File: config.mk
export PLATFORM = sky130hd
export DESIGN_NAME = fetch_stage_flat
export DESIGN_NICKNAME = d
export VERILOG_FILES = /design/src/rtl/fetch_pkg.sv /design/src/rtl/fetch_if.sv /design/src/rtl/fetch_pc_sel.sv /design/src/rtl/fetch_stage.sv /design/src/flat_wrapper.sv
export SDC_FILE = /design/constraint.sdc
export NUM_CORES = 1
export LEC_CHECK = 0
export CORE_MARGIN = 3
export CORE_UTILIZATION = 49
export DETAILED_ROUTE_END_ITERATION = 6
export GPL_TIMING_DRIVEN = 0
export PLACE_DENSITY = 0.85
export SYNTH_ARGS = -nofsm -noshare
export SYNTH_HDL_FRONTEND = slang
export SYNTH_SLANG_ARGS = --single-unit
export TNS_END_PERCENT = 100
File: constraint.sdc
create_clock -name clk -period 2.6 [get_ports clk]
set_input_delay 0.26 -clock clk [delete_from_list [all_inputs] [get_ports clk]]
set_output_delay 0.26 -clock clk [all_outputs]
set_load 0.005 [all_outputs]
File: src/rtl/fetch_pkg.sv
// Shared types and constants for the RV32I instruction-fetch stage.
// Imported by the fetch RTL and its bench.
package fetch_pkg;

  typedef enum logic [1:0] {
    FETCH   = 2'd0,
    DISCARD = 2'd1,
    HOLD    = 2'd2
  } fetch_state_t;

  localparam logic [1:0] PCSRC_PLUS4  = 2'b00;
  localparam logic [1:0] PCSRC_BRANCH = 2'b01;
  localparam logic [1:0] PCSRC_JALR   = 2'b10;

  localparam logic [31:0] NOP_INSTR = 32'h0000_0013;

endpackage

File: src/rtl/fetch_if.sv
// Instruction-memory request/response bundle.
// The fetch stage is the master; the memory is the slave.
interface fetch_if #(
  parameter int DW = 32
);

  logic          imem_req;
  logic [DW-1:0] imem_addr;
  logic [DW-1:0] imem_rdata;
  logic          imem_valid;

  modport master (
    output imem_req,
    output imem_addr,
    input  imem_rdata,
    input  imem_valid
  );

  modport slave (
    input  imem_req,
    input  imem_addr,
    output imem_rdata,
    output imem_valid
  );

endinterface

File: src/rtl/fetch_pc_sel.sv
// Redirect detection and next-PC target select from execute.
// PCSrcE==11 is treated as no redirect.
module fetch_pc_sel
  import fetch_pkg::*;
#(
  parameter int DATA_WIDTH = 32
) (
  input  logic [1:0]            i_pcsrc,
  input  logic [DATA_WIDTH-1:0] i_pc_target,
  input  logic [DATA_WIDTH-1:0] i_alu_result,
  output logic                  o_redirect,
  output logic [DATA_WIDTH-1:0] o_target
);

  always_comb begin
    o_redirect = 1'b0;
    o_target   = i_pc_target;
    unique case (1'b1)
      (i_pcsrc == PCSRC_BRANCH): begin
        o_redirect = 1'b1;
        o_target   = i_pc_target;
      end
      (i_pcsrc == PCSRC_JALR): begin
        o_redirect = 1'b1;
        o_target   = i_alu_result & ~DATA_WIDTH'(1);
      end
      default: ;
    endcase
  end

endmodule

File: src/rtl/fetch_stage.sv
// RV32I fetch stage with IF/ID register and variable-latency imem.
// Optional: FETCH_MISALIGN_CHECK_EN flags and aligns misaligned redirects.
module fetch_stage #(
  parameter int                    DATA_WIDTH = 32,
  parameter logic [DATA_WIDTH-1:0] RESET_PC   = '0,
  parameter logic [DATA_WIDTH-1:0] NOP_INSTR  = fetch_pkg::NOP_INSTR
) (
  input  logic                  clk,
  input  logic                  rst_n,
  input  logic [1:0]            PCSrcE,
  input  logic [DATA_WIDTH-1:0] PCTargetE,
  input  logic [DATA_WIDTH-1:0] ALUResultE,
  input  logic                  StallF,
  fetch_if.master               imem,
  output logic [DATA_WIDTH-1:0] InstrD,
  output logic [DATA_WIDTH-1:0] PCD,
  output logic [DATA_WIDTH-1:0] PCPlus4D,
  output logic                  ValidD,
  output logic                  MisalignF
);

  import fetch_pkg::*;

  fetch_state_t          r_state, w_nstate;
  logic [DATA_WIDTH-1:0] r_pcf, r_disc_addr, r_hold_buf;
  logic [DATA_WIDTH-1:0] r_instr, r_pcd, r_pc4;
  logic                  r_valid, r_mis;

  logic                  w_redirect, w_mis;
  logic [DATA_WIDTH-1:0] w_target_raw, w_target;
  logic                  w_req;
  logic [DATA_WIDTH-1:0] w_addr;
  logic                  w_load_mem, w_load_hold, w_bubble;
  logic                  w_cap_buf, w_cap_disc;

  fetch_pc_sel #(.DATA_WIDTH(DATA_WIDTH)) u_pc_sel (
    .i_pcsrc      (PCSrcE),
    .i_pc_target  (PCTargetE),
    .i_alu_result (ALUResultE),
    .o_redirect   (w_redirect),
    .o_target     (w_target_raw)
  );

`ifdef FETCH_MISALIGN_CHECK_EN
  assign w_target = w_target_raw & ~DATA_WIDTH'(3);
  assign w_mis    = w_redirect & w_target_raw[1];
`else
  assign w_target = w_target_raw;
  assign w_mis    = 1'b0;
`endif

  always_ff @(posedge clk) begin
    if (!rst_n) r_state <= FETCH;
    else        r_state <= w_nstate;
  end

  // A request stays outstanding until imem_valid, even across redirects.
  always_comb begin
    w_nstate    = r_state;
    w_req       = 1'b1;
    w_addr      = r_pcf;
    w_load_mem  = 1'b0;
    w_load_hold = 1'b0;
    w_bubble    = 1'b0;
    w_cap_buf   = 1'b0;
    w_cap_disc  = 1'b0;
    unique case (r_state)
      FETCH: begin
        if (w_redirect) begin
          w_nstate   = imem.imem_valid ? FETCH : DISCARD;
          w_cap_disc = !imem.imem_valid;
        end else if (imem.imem_valid && !StallF) begin
          w_load_mem = 1'b1;
        end else if (imem.imem_valid) begin
          w_cap_buf = 1'b1;
          w_nstate  = HOLD;
        end else if (!StallF) begin
          w_bubble = 1'b1;
        end
      end
      DISCARD: begin
        w_addr = r_disc_addr;
        if (imem.imem_valid) w_nstate = FETCH;
        if (!w_redirect && !StallF) w_bubble = 1'b1;
      end
      HOLD: begin
        w_req = 1'b0;
        if (w_redirect) begin
          w_nstate = FETCH;
        end else if (!StallF) begin
          w_load_hold = 1'b1;
          w_nstate    = FETCH;
        end
      end
      default: w_nstate = FETCH;
    endcase
  end

  assign imem.imem_req  = w_req;
  assign imem.imem_addr = w_addr;

  always_ff @(posedge clk) begin
    if (!rst_n) begin
      r_pcf       <= RESET_PC;
      r_disc_addr <= '0;
      r_hold_buf  <= '0;
      r_instr     <= NOP_INSTR;
      r_pcd       <= '0;
      r_pc4       <= '0;
      r_valid     <= 1'b0;
      r_mis       <= 1'b0;
    end else begin
      r_mis <= w_mis;
      if (w_cap_buf)  r_hold_buf  <= imem.imem_rdata;
      if (w_cap_disc) r_disc_addr <= r_pcf;
      if (w_redirect) begin
        r_pcf   <= w_target;
        r_instr <= NOP_INSTR;
        r_valid <= 1'b0;
      end else if (w_load_mem || w_load_hold) begin
        r_instr <= w_load_mem ? imem.imem_rdata : r_hold_buf;
        r_pcd   <= r_pcf;
        r_pc4   <= r_pcf + DATA_WIDTH'(4);
        r_valid <= 1'b1;
        r_pcf   <= r_pcf + DATA_WIDTH'(4);
      end else if (w_bubble) begin
        r_instr <= NOP_INSTR;
        r_valid <= 1'b0;
      end
    end
  end

  assign InstrD    = r_instr;
  assign PCD       = r_pcd;
  assign PCPlus4D  = r_pc4;
  assign ValidD    = r_valid;
  assign MisalignF = r_mis;

endmodule
File: src/flat_wrapper.sv
// flat-port wrapper written by rule: the top's interface ports become plain ports
module fetch_stage_flat import fetch_pkg::*;
#(
  parameter int                    DATA_WIDTH = 32,
  parameter logic [DATA_WIDTH-1:0] RESET_PC   = '0,
  parameter logic [DATA_WIDTH-1:0] NOP_INSTR  = fetch_pkg::NOP_INSTR
)
  (clk, rst_n, PCSrcE, PCTargetE, ALUResultE, StallF, InstrD, PCD, PCPlus4D, ValidD, MisalignF, imem_imem_req, imem_imem_addr, imem_imem_rdata, imem_imem_valid);
  fetch_if imem_i ();
  input  logic clk;
  input  logic rst_n;
  input  logic [1:0] PCSrcE;
  input  logic [DATA_WIDTH-1:0] PCTargetE;
  input  logic [DATA_WIDTH-1:0] ALUResultE;
  input  logic StallF;
  output logic [DATA_WIDTH-1:0] InstrD;
  output logic [DATA_WIDTH-1:0] PCD;
  output logic [DATA_WIDTH-1:0] PCPlus4D;
  output logic ValidD;
  output logic MisalignF;
  output wire logic [$bits(imem_i.imem_req)-1:0] imem_imem_req;
  output wire logic [$bits(imem_i.imem_addr)-1:0] imem_imem_addr;
  input wire logic [$bits(imem_i.imem_rdata)-1:0] imem_imem_rdata;
  input wire logic [$bits(imem_i.imem_valid)-1:0] imem_imem_valid;
  assign imem_imem_req = imem_i.imem_req;
  assign imem_imem_addr = imem_i.imem_addr;
  assign imem_i.imem_rdata = imem_imem_rdata;
  assign imem_i.imem_valid = imem_imem_valid;
  fetch_stage #(.DATA_WIDTH(DATA_WIDTH), .RESET_PC(RESET_PC), .NOP_INSTR(NOP_INSTR)) u_core (.clk(clk), .rst_n(rst_n), .PCSrcE(PCSrcE), .PCTargetE(PCTargetE), .ALUResultE(ALUResultE), .StallF(StallF), .imem(imem_i), .InstrD(InstrD), .PCD(PCD), .PCPlus4D(PCPlus4D), .ValidD(ValidD), .MisalignF(MisalignF));
endmodule
# Word level (Yosys, flattened, before mapping)
# Index checks and enable logic that the tools add are counted.
dict set report op_classes {
  addsub 1
  multipliers 0
  n_eq_ne 8
  magnitude_cmp 0
  n_mux 36
  shifts 0
  n_bitwise 2
  n_reduce_logical 13
  div 0
}
# operator count
set op_table {}
lappend op_table {{$mux W32} 7}
lappend op_table {{$add A32 B3 Y32 const B} 1}
lappend op_table {{$mux W1} 21}
lappend op_table {{$mux W2} 6}
lappend op_table {{$ne A3 B2 Y1 const B} 3}
lappend op_table {{$pmux W2 S3} 1}
lappend op_table {{$eq A2 B1 Y1 const B} 2}
lappend op_table {{$eq A2 B2 Y1 const B} 2}
lappend op_table {{$reduce_and A4 Y1} 1}
lappend op_table {{$reduce_bool A2 Y1} 2}
lappend op_table {{$reduce_or A2 Y1} 2}
lappend op_table {{$logic_not A1 Y1} 3}
lappend op_table {{$logic_and A1 B1 Y1} 2}
lappend op_table {{$logic_not A2 Y1} 1}
lappend op_table {{$ne A2 B2 Y1 const B} 1}
lappend op_table {{$not A1 Y1} 2}
lappend op_table {{$pmux W1 S2} 1}
lappend op_table {{$reduce_and A2 Y1} 1}
lappend op_table {{$logic_or A1 B1 Y1} 1}
dict set report totals {
  latch_bits 0
  ram_bits 0
  elab_cells 68
  romBits 0
  n_memories 0
  out_inout_bits 131
  inputBits 102
  reg_bits 195
}

# Logic depth before layout (Yosys ltp)
# Gate-level depths: netlist of run 1.
dict set report logic_depth {
  depth_word 9
  ltp_mapped 10
  mapped_depth_nobuf 7
}

# Hierarchy
# From an unflattened synthesis of run 1, not the netlist that was laid out.
dict set report unflattened {
  hier_cells 1041
  hier_area_um2 8839.7
}
# module cells_per_inst seq_area_each_um2 area_per_inst_um2 n_inst
set modules_own_cells {}
lappend modules_own_cells {fetch_stage 1002 3863.7 8284.2 1}
lappend modules_own_cells {fetch_pc_sel 39 0.0 555.5 1}

# Worst setup path before layout of run 1
# No wires, ideal clock.
dict set report synth_path {
  path_type {register -> register}
  start {register u_core.r_pcf[3]}
  end {register u_core.r_pcf[30]}
  n_path_buf 1
  synth_period_minus_slack_ps 1920
  required_time_ps 2471
  setup_slack_ps 680
  setup_ps 129
  stages_incl_launch_ff 8
  t_arrival_ps 1790
  path_cell_list {dfxtp_1 ha_1 and4_4 nand4_2 buf_4 nor4_1 xnor2_1 o22ai_1}
}
dict set report synth_via {
  elab_chain_cells 3
}
# item line_no
set synth_rtl {}
lappend synth_rtl {{start, declared} fetch_stage.sv:25} ;# logic [DATA_WIDTH-1:0] r_pcf, r_disc_addr, r_hold_buf;
lappend synth_rtl {{start signal, assigned} fetch_stage.sv:117} ;# r_pcf <= w_target;
lappend synth_rtl {{start signal, assigned} fetch_stage.sv:125} ;# r_pcf <= r_pcf + DATA_WIDTH'(4);
lappend synth_rtl {{$add A32 B3 Y32} fetch_stage.sv:125}
lappend synth_rtl {{$mux W32} fetch_stage.sv:120} ;# end else if (w_load_mem || w_load_hold) begin
lappend synth_rtl {{$mux W32} fetch_stage.sv:116} ;# if (w_redirect) begin
# No other way between the ends. The select of a mux whose other input is x is not followed.
# A chain may end at the register's enable or synchronous reset.

# Worst setup path after layout of run 1
dict set report layout_path {
  start {register u_core.r_state[1]}
  end {output port imem_imem_addr[22]}
}
dict set report layout_via {
  elab_chain_cells 2
}
# item line_no
set layout_rtl {}
lappend layout_rtl {{start, declared} fetch_stage.sv:24} ;# fetch_state_t r_state, w_nstate;
lappend layout_rtl {{start signal, assigned} fetch_stage.sv:54} ;# else r_state <= w_nstate;
lappend layout_rtl {{$eq A2 B1 Y1} fetch_stage.sv:67} ;# unique case (r_state)
lappend layout_rtl {{$mux W32} fetch_stage.sv:67}
lappend layout_rtl {{end, declared} flat_wrapper.sv:22} ;# output wire logic [$bits(imem_i.imem_addr)-1:0] imem_imem_addr;
# No other way between the ends.

==> flow_summary.toml, run 1 <==
[global_route]
grt_pass1_wl_um = 45100
antenna_found_initial = 0
busiest_layer = "met2"
gr-total-overflow = 0
grtUsageTotal = 0.289
grt_pass1_vias = 8378
grt_start_max_net_pins = 18
grt_use_met1 = 0.358
met2_usage = 0.476
met3_usage = 0.0893

[finish]
drive_above_1_share = 0.104
n_fill_cell = 1344
antenna_cells = 0
layout-area-overhead-vs-synth_pct = 37.0
nNetsFinal = 1388

[placement]
io_buffers = 230
place_ws_ns = -0.569
hpwl_um = 21400
gp_congestion = 0.944

[drt]
first_iter_violations = 918
vias_per_cell = 5.77
drc = 0
antenna_left = 0
finalWirelength_um = 28900
dr.pass1.iters = 6
vias = 8747
wire_per_inst_um = 19.1

[floorplan]
die_x_um = 139
fp-row-count = 47
ioPinCount = 233
initial_core_util = 0.511
fp.dieH_um = 139
design.core.area_sq_um = 16900
design.die.area_sq_um = 19300

[sta]
drv_slew = 0
tightest_slew_ns = 0.850
fin_skew_ns = 0.00801
setup_viol = 0
fin_crit_sh = 0.975
max_freq_mhz = 394
fin_hold_ws_ns = 0.394
period_needed_ns = 2.54
finalHoldViolCount = 0
setup_slack_ns = 0.0638
slew_headroom = 0.429

[cts]
clockBufferDepth = 2
cts_tree = "built"
ctsHoldBuffers = 0
clk_pin_slew_ns = 0.07
clock_latency_ns = 0.44
cts.sinks = 193
cts_buffers = 17
root_buffer = "clkbuf_16"
htree_levels = 4

[synth]
syn_inst = 1035
syn_nets = 1140
synth_seq_cells = 193
synth_cell_types = 55
synth_area_sq_um = 8650
ys_warn_count = 0
synth-edff-count = 0
syn_area_per_cell_sq_um = 8.36
synth-main-ff-cell = "dfxtp_1"
async_flop_share = 0
yosysSeqAreaShare = 0.447

[outcome]
status = "finished clean"

[worst_hold_path]
hold_path_end = "u_core.r_hold_buf[21]"
min_path_type = "in2reg"
whs_path_depth = 3
holdCritStartpoint = "imem_imem_rdata[21]"

[power]
ir_drop_mv = 0.507
pwr-share-seq = 0.451
intPower_uw = 5110
power_leakage_uw = 0.00408
switching_share = 0.278
powerDensity_nw_per_um2 = 597
switching_power_uw = 1970
pwr-share-comb = 0.182
p_clk_frac = 0.367

[setup_path]
rr_startpoint = "u_core.r_pcf[3]"
reg2reg_depth = 7
cp.required_ns = 2.34
critPathMaxFanout = 10
worstPathArrival_ns = 2.28
end_kind = "output pin"
startpoint = "u_core.r_state[1]"
r2r_slack_ns = 0.26
criticalPathCategory = "reg2out"
critPathLaunchType = "flop"
r2r_end = "u_core.r_pcf[30]"

[job]
maxCapViolCount = 0
[cell usage in the layout (no fill, tap or decap), types with 11 or more instances in the layout]
master and n:
buf_2 12, clkdlybuf4s50_1 230, nand3_1 16, a21oi_1 141, o21ai_0 45, dfxtp_1 192
a222oi_1 29, buf_6 14, clkbuf_1 56, a211oi_1 21, xnor2_1 25, xor2_1 22
clkbuf_16 17, nor2_1 66, nand4_1 11, mux2_2 45, nand2_1 220
[cell type report]
type	instances	area, sq um	area share
Inverter	10	37.5	0.00317
Buffer	105	589	0.0497
Tap cell	220	275	0.0232
Clock buffer	19	453	0.0382
Clock inverter	13	126	0.0107
Multi-Input combinational cell	726	4200	0.354
Sequential cell	193	3860	0.326
Timing Repair Buffer	230	2300	0.194
[synthesized netlist by cell type (5+ instances only)]
library cell  count  share of area
nor2_1           66          0.029
buf_6            10          0.013
buf_2            13         0.0075
a31oi_1           7         0.0051
nor4_1            6         0.0043
nor3_1            7         0.0040
inv_1             9         0.0039
a211oi_1         21          0.018
dfxtp_1         193           0.45
nand2_1         220          0.095
xor2_1           22          0.022
o21ai_0          45          0.026
nor2b_1           9         0.0065
o22ai_1           6         0.0043
nand3_1          16         0.0093
buf_1            10         0.0043
nand4_1          11         0.0080
xnor2_1          25          0.025
a222oi_1         29          0.034
buf_4             7         0.0061
clkbuf_1         60          0.026
or3_1             5         0.0036
a21oi_1         141          0.082
mux2i_1           8         0.0093
mux2_2           45          0.059
[sequential cells by signal, indices dropped and copies added (netlist names)]
name                count
u_core.PCPlus4D        32
u_core.ValidD           1
u_core.r_hold_buf      32
u_core.r_disc_addr     32
u_core.PCD             30
u_core.r_state          2
u_core.InstrD          32
u_core.r_pcf           32
[what timing repair did]
| item | CTS | global route |
|---|---|---|
| cloned | 0 | 0 |
| setup buffers | 0 | 0 |
| setup endpoints to repair | 58 | 72 |
| resized for setup | 10 | 12 |
[layer usage]
layer	wire, um	vias to the layer above
met1	11200	4128
li1	-	4067
met3	3270	67
met2	13600	485
met4	838	0
met5	0	-
[power groups by stage]
stage / clock network [uW] / logic [uW] / registers (uW)
floorplan: 0 / 650 / 3230
global placement: 0 / 1230 / 3250
detailed placement: 0 / 1260 / 3250
CTS: 2590 / 1270 / 3190
global route: 2720 / 1380 / 3200
finish: 2600 / 1290 / 3190
[through the flow]
| step | util | area (sq um) | setup TNS [ns] | total power [uW] | instances |
|---|---|---|---|---|---|
| 6_report | 0.700 | 11800 | 0 | 7070 | 1516 |
| 5_1_grt | 0.700 | 11800 | -0.0594 | 7300 | 1516 |
| 4_1_cts | 0.699 | 11800 | 0 | 7050 | 1517 |
| 3_5_place_dp | 0.663 | 11200 | -33.16 | 4510 | 1485 |
| 3_3_place_gp | 0.663 | 11200 | -29.13 | 4480 | 1485 |
| 2_1_floorplan | - | 8650 | 0 | 3880 | 1035 |
[kinds of logic after synthesis]
logic type                 after synthesis  synth area share
other                                    1          0.000433
DFF                                    193             0.447
muxes                                   53            0.0678
and+or+nand+nor                        365             0.188
adders and majority gates                3           0.00434
xor gates and xnor gates                47            0.0476
AOI/OAI and AO/OA                      257             0.176
buffers and inverters                  116            0.0686
[critical path, cell delays in order (launching register included)]
cell and delay (ns):
dfxtp_1 0.30, clkbuf_2 0.17, nor2b_1 0.18, buf_6 0.18
buf_6 0.18, mux2_2 0.36, clkdlybuf4s50_1 0.46
[worst max-delay path by stage]
stage	to	cells past startpoint
after floorplan	u_core.r_pcf[30]	7
after global placement	u_core.PCPlus4D[0]	10
after CTS	imem_imem_addr[5]	5
after global routing	imem_imem_addr[22]	6
final	imem_imem_addr[22]	6
after detailed placement	u_core.r_disc_addr[20]	8
No activity file was read; power rests on OpenSTA's default activity.
==> run 2, diff against run 1 <==
- PLACE_DENSITY: 0.85 -> 0.81
==> flow_summary.toml, run 2 (synthesized netlist as in run 1, its figures left out) <==
[sta]
slew_headroom = 0.450
rsz0062_at_grt = "false"
max_freq_mhz = 398
fin_skew_ns = 0.00913
tightest_slew_ns = 0.818
setup_slack_ns = 0.0854
setup_viol = 0
period_needed_ns = 2.51
finalHoldViolCount = 0
fin_crit_sh = 0.967
tns_ns = 0
drv_slew = 0

[setup_path]
worstPathArrival_ns = 2.25
criticalPathCategory = "reg2out"
critPathMaxFanout = 10
startpoint = "u_core.r_state[1]"
rr_startpoint = "u_core.r_pcf[2]"
critPathLaunchType = "flop"
end_kind = "output pin"
cp.required_ns = 2.34

[cts]
cts.sinks = 193
clockBufferDepth = 2
cts_buffers = 17
ctsHoldBuffers = 0
clk_pin_slew_ns = 0.08
htree_levels = 4
root_buffer = "clkbuf_16"
cts_tree = "built"
clock_latency_ns = 0.44

[placement]
gp_congestion = 0.962
io_buffers = 230
hpwl_um = 21100
place_ws_ns = -0.524

[finish]
drive_above_1_share = 0.106
nNetsFinal = 1389
layout_common_cells = "230 x clkdlybuf4s50_1, 220 x nand2_1, 192 x dfxtp_1"
layout-area-overhead-vs-synth_pct = 37.4
layout_commonest_cell = "clkdlybuf4s50_1"
n_fill_cell = 1375

[drt]
finalWirelength_um = 28800
dr.pass1.iters = 5
antenna_left = 0
wire_per_inst_um = 19.0
vias = 8696
drc = 0
vias_per_cell = 5.73
first_iter_violations = 1023

[power]
ir_drop_mv = 0.513
p_clk_frac = 0.382
power_leakage_uw = 0.00411
switching_power_uw = 2040
pwr-share-comb = 0.178
pwr-share-seq = 0.440
powerDensity_nw_per_um2 = 608
intPower_uw = 5190
switching_share = 0.283

[floorplan]
fp-row-count = 47
design.die.area_sq_um = 19300
initial_core_util = 0.511
die_x_um = 139
ioPinCount = 233
design.core.area_sq_um = 16900
fp.dieH_um = 139

[global_route]
antenna_found_initial = 1
grtUsageTotal = 0.289
gr-total-overflow = 0
grt_start_max_net_pins = 20
grt_pass1_vias = 8335
grt_pass1_wl_um = 45100

[worst_hold_path]
holdCritStartpoint = "imem_imem_rdata[17]"
min_path_type = "in2reg"

[job]
maxCapViolCount = 0

[outcome]
status = "finished clean"
==> run 2: cell types whose count changed in the layout (fill, tap and decap cells not counted), sizes merged <==
cell      before  now
diode          0    1
clkbuf        85   83
buf           38   39
clkinv         6    5
clkinvlp       3    0
inv           13   18
bufinv         1    2
==> run 2: routing by layer <==
layer,GRT usage,vias up,part of all wire
met5,0,-,0
met4,0.114,0,0.032
met3,0.0759,66,0.10
met2,0.464,456,0.46
met1,0.373,4100,0.40
li1,-,4074,-
==> run 2: stage by stage <==
stage	cells	hold slack, ns	area, sq um	util	power (uW)
final	1518	0.392	11900	0.702	7230
after global routing	1518	0.406	11900	0.702	7450
after CTS	1517	0.387	11900	0.700	7210
after detailed placement	1485	0.444	11200	0.663	4500
after global placement	1485	0.438	11200	0.663	4480
after floorplan	1035	0.386	8650	-	3880
==> run 2: worst max-delay path, cell delays in order (launching register included) <==
cell and delay (ns):
dfxtp_1 0.30, clkbuf_2 0.17, nor2b_1 0.14, buf_4 0.21
buf_6 0.18, mux2_2 0.34, clkdlybuf4s50_1 0.47
==> run 2: area by class of cell <==
type | count | area (sq um) | share of cell area
Antenna cell | 1 | 2.50 | 0.000211
Buffer | 106 | 589 | 0.0496
Clock buffer | 17 | 425 | 0.0358
Clock inverter | 15 | 189 | 0.0159
Inverter | 10 | 37.5 | 0.00316
Multi-Input combinational cell | 726 | 4200 | 0.353
Sequential cell | 193 | 3860 | 0.325
Tap cell | 220 | 275 | 0.0232
Timing Repair Buffer | 230 | 2300 | 0.194
==> run 2: timing repair <==
action,CTS,global route
gates resized for setup,9,15
setup buffers,0,0
hold endpoints to repair,0,0
setup endpoints to repair,36,76
==> run 2: path summary, 6_finish.rpt <==
check        slack, ns                     end  depth (start not counted)
max               0.09       imem_imem_addr[9]                          6
min               0.39   u_core.r_hold_buf[17]                          3
max reg2reg       0.31        u_core.r_pcf[29]                          7
min reg2reg       0.46  u_core.r_disc_addr[26]                          2
==> run 2: power groups by stage <==
stage          Clock (uW)  Sequential, uW  Combinational [uW]
6_report             2760            3190                1280
5_1_grt              2870            3200                1380
4_1_cts              2760            3180                1270
3_5_place_dp            0            3250                1250
3_3_place_gp            0            3240                1240
2_1_floorplan           0            3230                 650
==> run 3, diff against run 2 <==
- CORE_UTILIZATION: 49 -> 45
- CTS_BUF_LIST: not set -> sky130_fd_sc_hd__clkbuf_4 sky130_fd_sc_hd__clkbuf_8
- PLACE_DENSITY: 0.81 -> 0.75
==> flow_summary.toml, run 3 (synthesized netlist as in run 1, its figures left out) <==
[global_route]
grtUsageTotal = 0.265
grt_pass1_wl_um = 43000
gr-total-overflow = 0
antenna_found_initial = 0
grt_pass1_vias = 7975
grt_start_max_net_pins = 22

[finish]
nNetsFinal = 1392
layout_common_cells = "230 x clkdlybuf4s50_1, 220 x nand2_1, 192 x dfxtp_1"
multi_input_area_sq_um = 4200
antenna_cells = 0
layout_commonest_cell = "clkdlybuf4s50_1"
layout-area-overhead-vs-synth_pct = 35.8
regArea_sq_um = 3860
n_fill_cell = 1677
fin_util = 0.626
drive_above_1_share = 0.109

[drt]
first_iter_violations = 839
vias = 8452
drc = 2
finalWirelength_um = 28600
wire_per_inst_um = 18.6
antenna_left = 0
dr.pass1.iters = 7
vias_per_cell = 5.51

[setup_path]
criticalPathCategory = "reg2out"
critPathLaunchType = "flop"
worstPathArrival_ns = 2.26
end_kind = "output pin"
cp.required_ns = 2.34
critPathMaxFanout = 10

[cts]
clock_latency_ns = 0.50
cts_tree = "built"
htree_levels = 4
clk_pin_slew_ns = 0.12
cts_buffers = 17
cts.sinks = 193
clockBufferDepth = 2
ctsHoldBuffers = 0
root_buffer = "clkbuf_8"

[floorplan]
design.die.area_sq_um = 20900
ioPinCount = 233
fp.dieH_um = 145
die_x_um = 145
fp-row-count = 50
initial_core_util = 0.461
design.core.area_sq_um = 18800

[placement]
place_ws_ns = -0.633
gp_congestion = 0.895
io_buffers = 230
hpwl_um = 21000

[sta]
tightest_slew_ns = 0.796
setup_viol = 0
fin_skew_ns = 0.0114
period_needed_ns = 2.52
finalHoldViolCount = 0
slew_headroom = 0.469
max_freq_mhz = 397
tns_ns = 0
setup_slack_ns = 0.0786
drv_slew = 0
fin_crit_sh = 0.970

[power]
intPower_uw = 4470
p_clk_frac = 0.315
pwr-share-comb = 0.197
power_leakage_uw = 0.00404
switching_power_uw = 2050
switching_share = 0.315
ir_drop_mv = 0.344
powerDensity_nw_per_um2 = 556
p_total_uw = 6530
pwr-share-seq = 0.488

[outcome]
failed_checks = "design-rule violations"
status = "finished with violations"

[worst_hold_path]
min_path_type = "in2reg"

[job]
maxCapViolCount = 0
[run 3: changes by cell type in the layout (fill, tap and decap cells not counted), sizes merged]
cell    delta
clkinv     +4
buf        +3
bufinv     -2
inv        -2
diode      -1
[run 3: final timing paths]
path	startpoint	end	slack (ns)	depth (start not counted)
setup / recovery	u_core.r_state[1]	imem_imem_addr[19]	0.08	6
hold / removal	imem_imem_rdata[20]	u_core.r_hold_buf[20]	0.32	3
setup reg to reg	u_core.r_pcf[3]	u_core.r_pcf[30]	0.31	7
hold reg to reg	u_core.r_disc_addr[11]	u_core.r_disc_addr[11]	0.46	2
[run 3: layout make-up]
class                   count  share of cell area
multi-input cells         726               0.358
flip-flops and latches    193               0.329
repair buffers            234               0.199
plain buffers             105              0.0505
well taps                 234              0.0249
clock buffers              17              0.0199
clock inverters            15              0.0163
inverters                  10             0.00319
[run 3: repair_timing]
item	CTS	global route
endpoints found under the setup margin	48	74
resized for setup	12	14
setup buffers	0	4
hold endpoints to repair	0	0
[run 3: through the flow]
stage	instance area [sq um]	std cells	hold WS [ns]
6_report	11700	1534	0.325
3_3_place_gp	11200	1499	0.439
2_1_floorplan	8650	1035	0.386
4_1_cts	11700	1531	0.311
5_1_grt	11700	1534	0.322
3_5_place_dp	11200	1499	0.443
[run 3: power by group through the flow]
stage | Combinational [uW] | Clock, uW | Sequential [uW]
3_3_place_gp | 1240 | 0 | 3250
3_5_place_dp | 1260 | 0 | 3250
5_1_grt | 1390 | 2180 | 3200
4_1_cts | 1270 | 2060 | 3180
6_report | 1290 | 2050 | 3190
2_1_floorplan | 650 | 0 | 3230
[run 3: critical path: stages, from the launching register on]
cell and delay (ns):
dfxtp_1 0.32, clkbuf_2 0.17, nor2b_2 0.14, buf_6 0.16
buf_8 0.16, mux2_2 0.36, clkdlybuf4s50_1 0.45
[run 3: metal layers]
layer | share of wire | track usage | vias to the layer above
met3 | 0.089 | 0.0644 | 60
met5 | 0 | 0 | -
met2 | 0.47 | 0.435 | 392
met4 | 0.027 | 0.0869 | 0
li1 | - | - | 4085
met1 | 0.41 | 0.346 | 3915
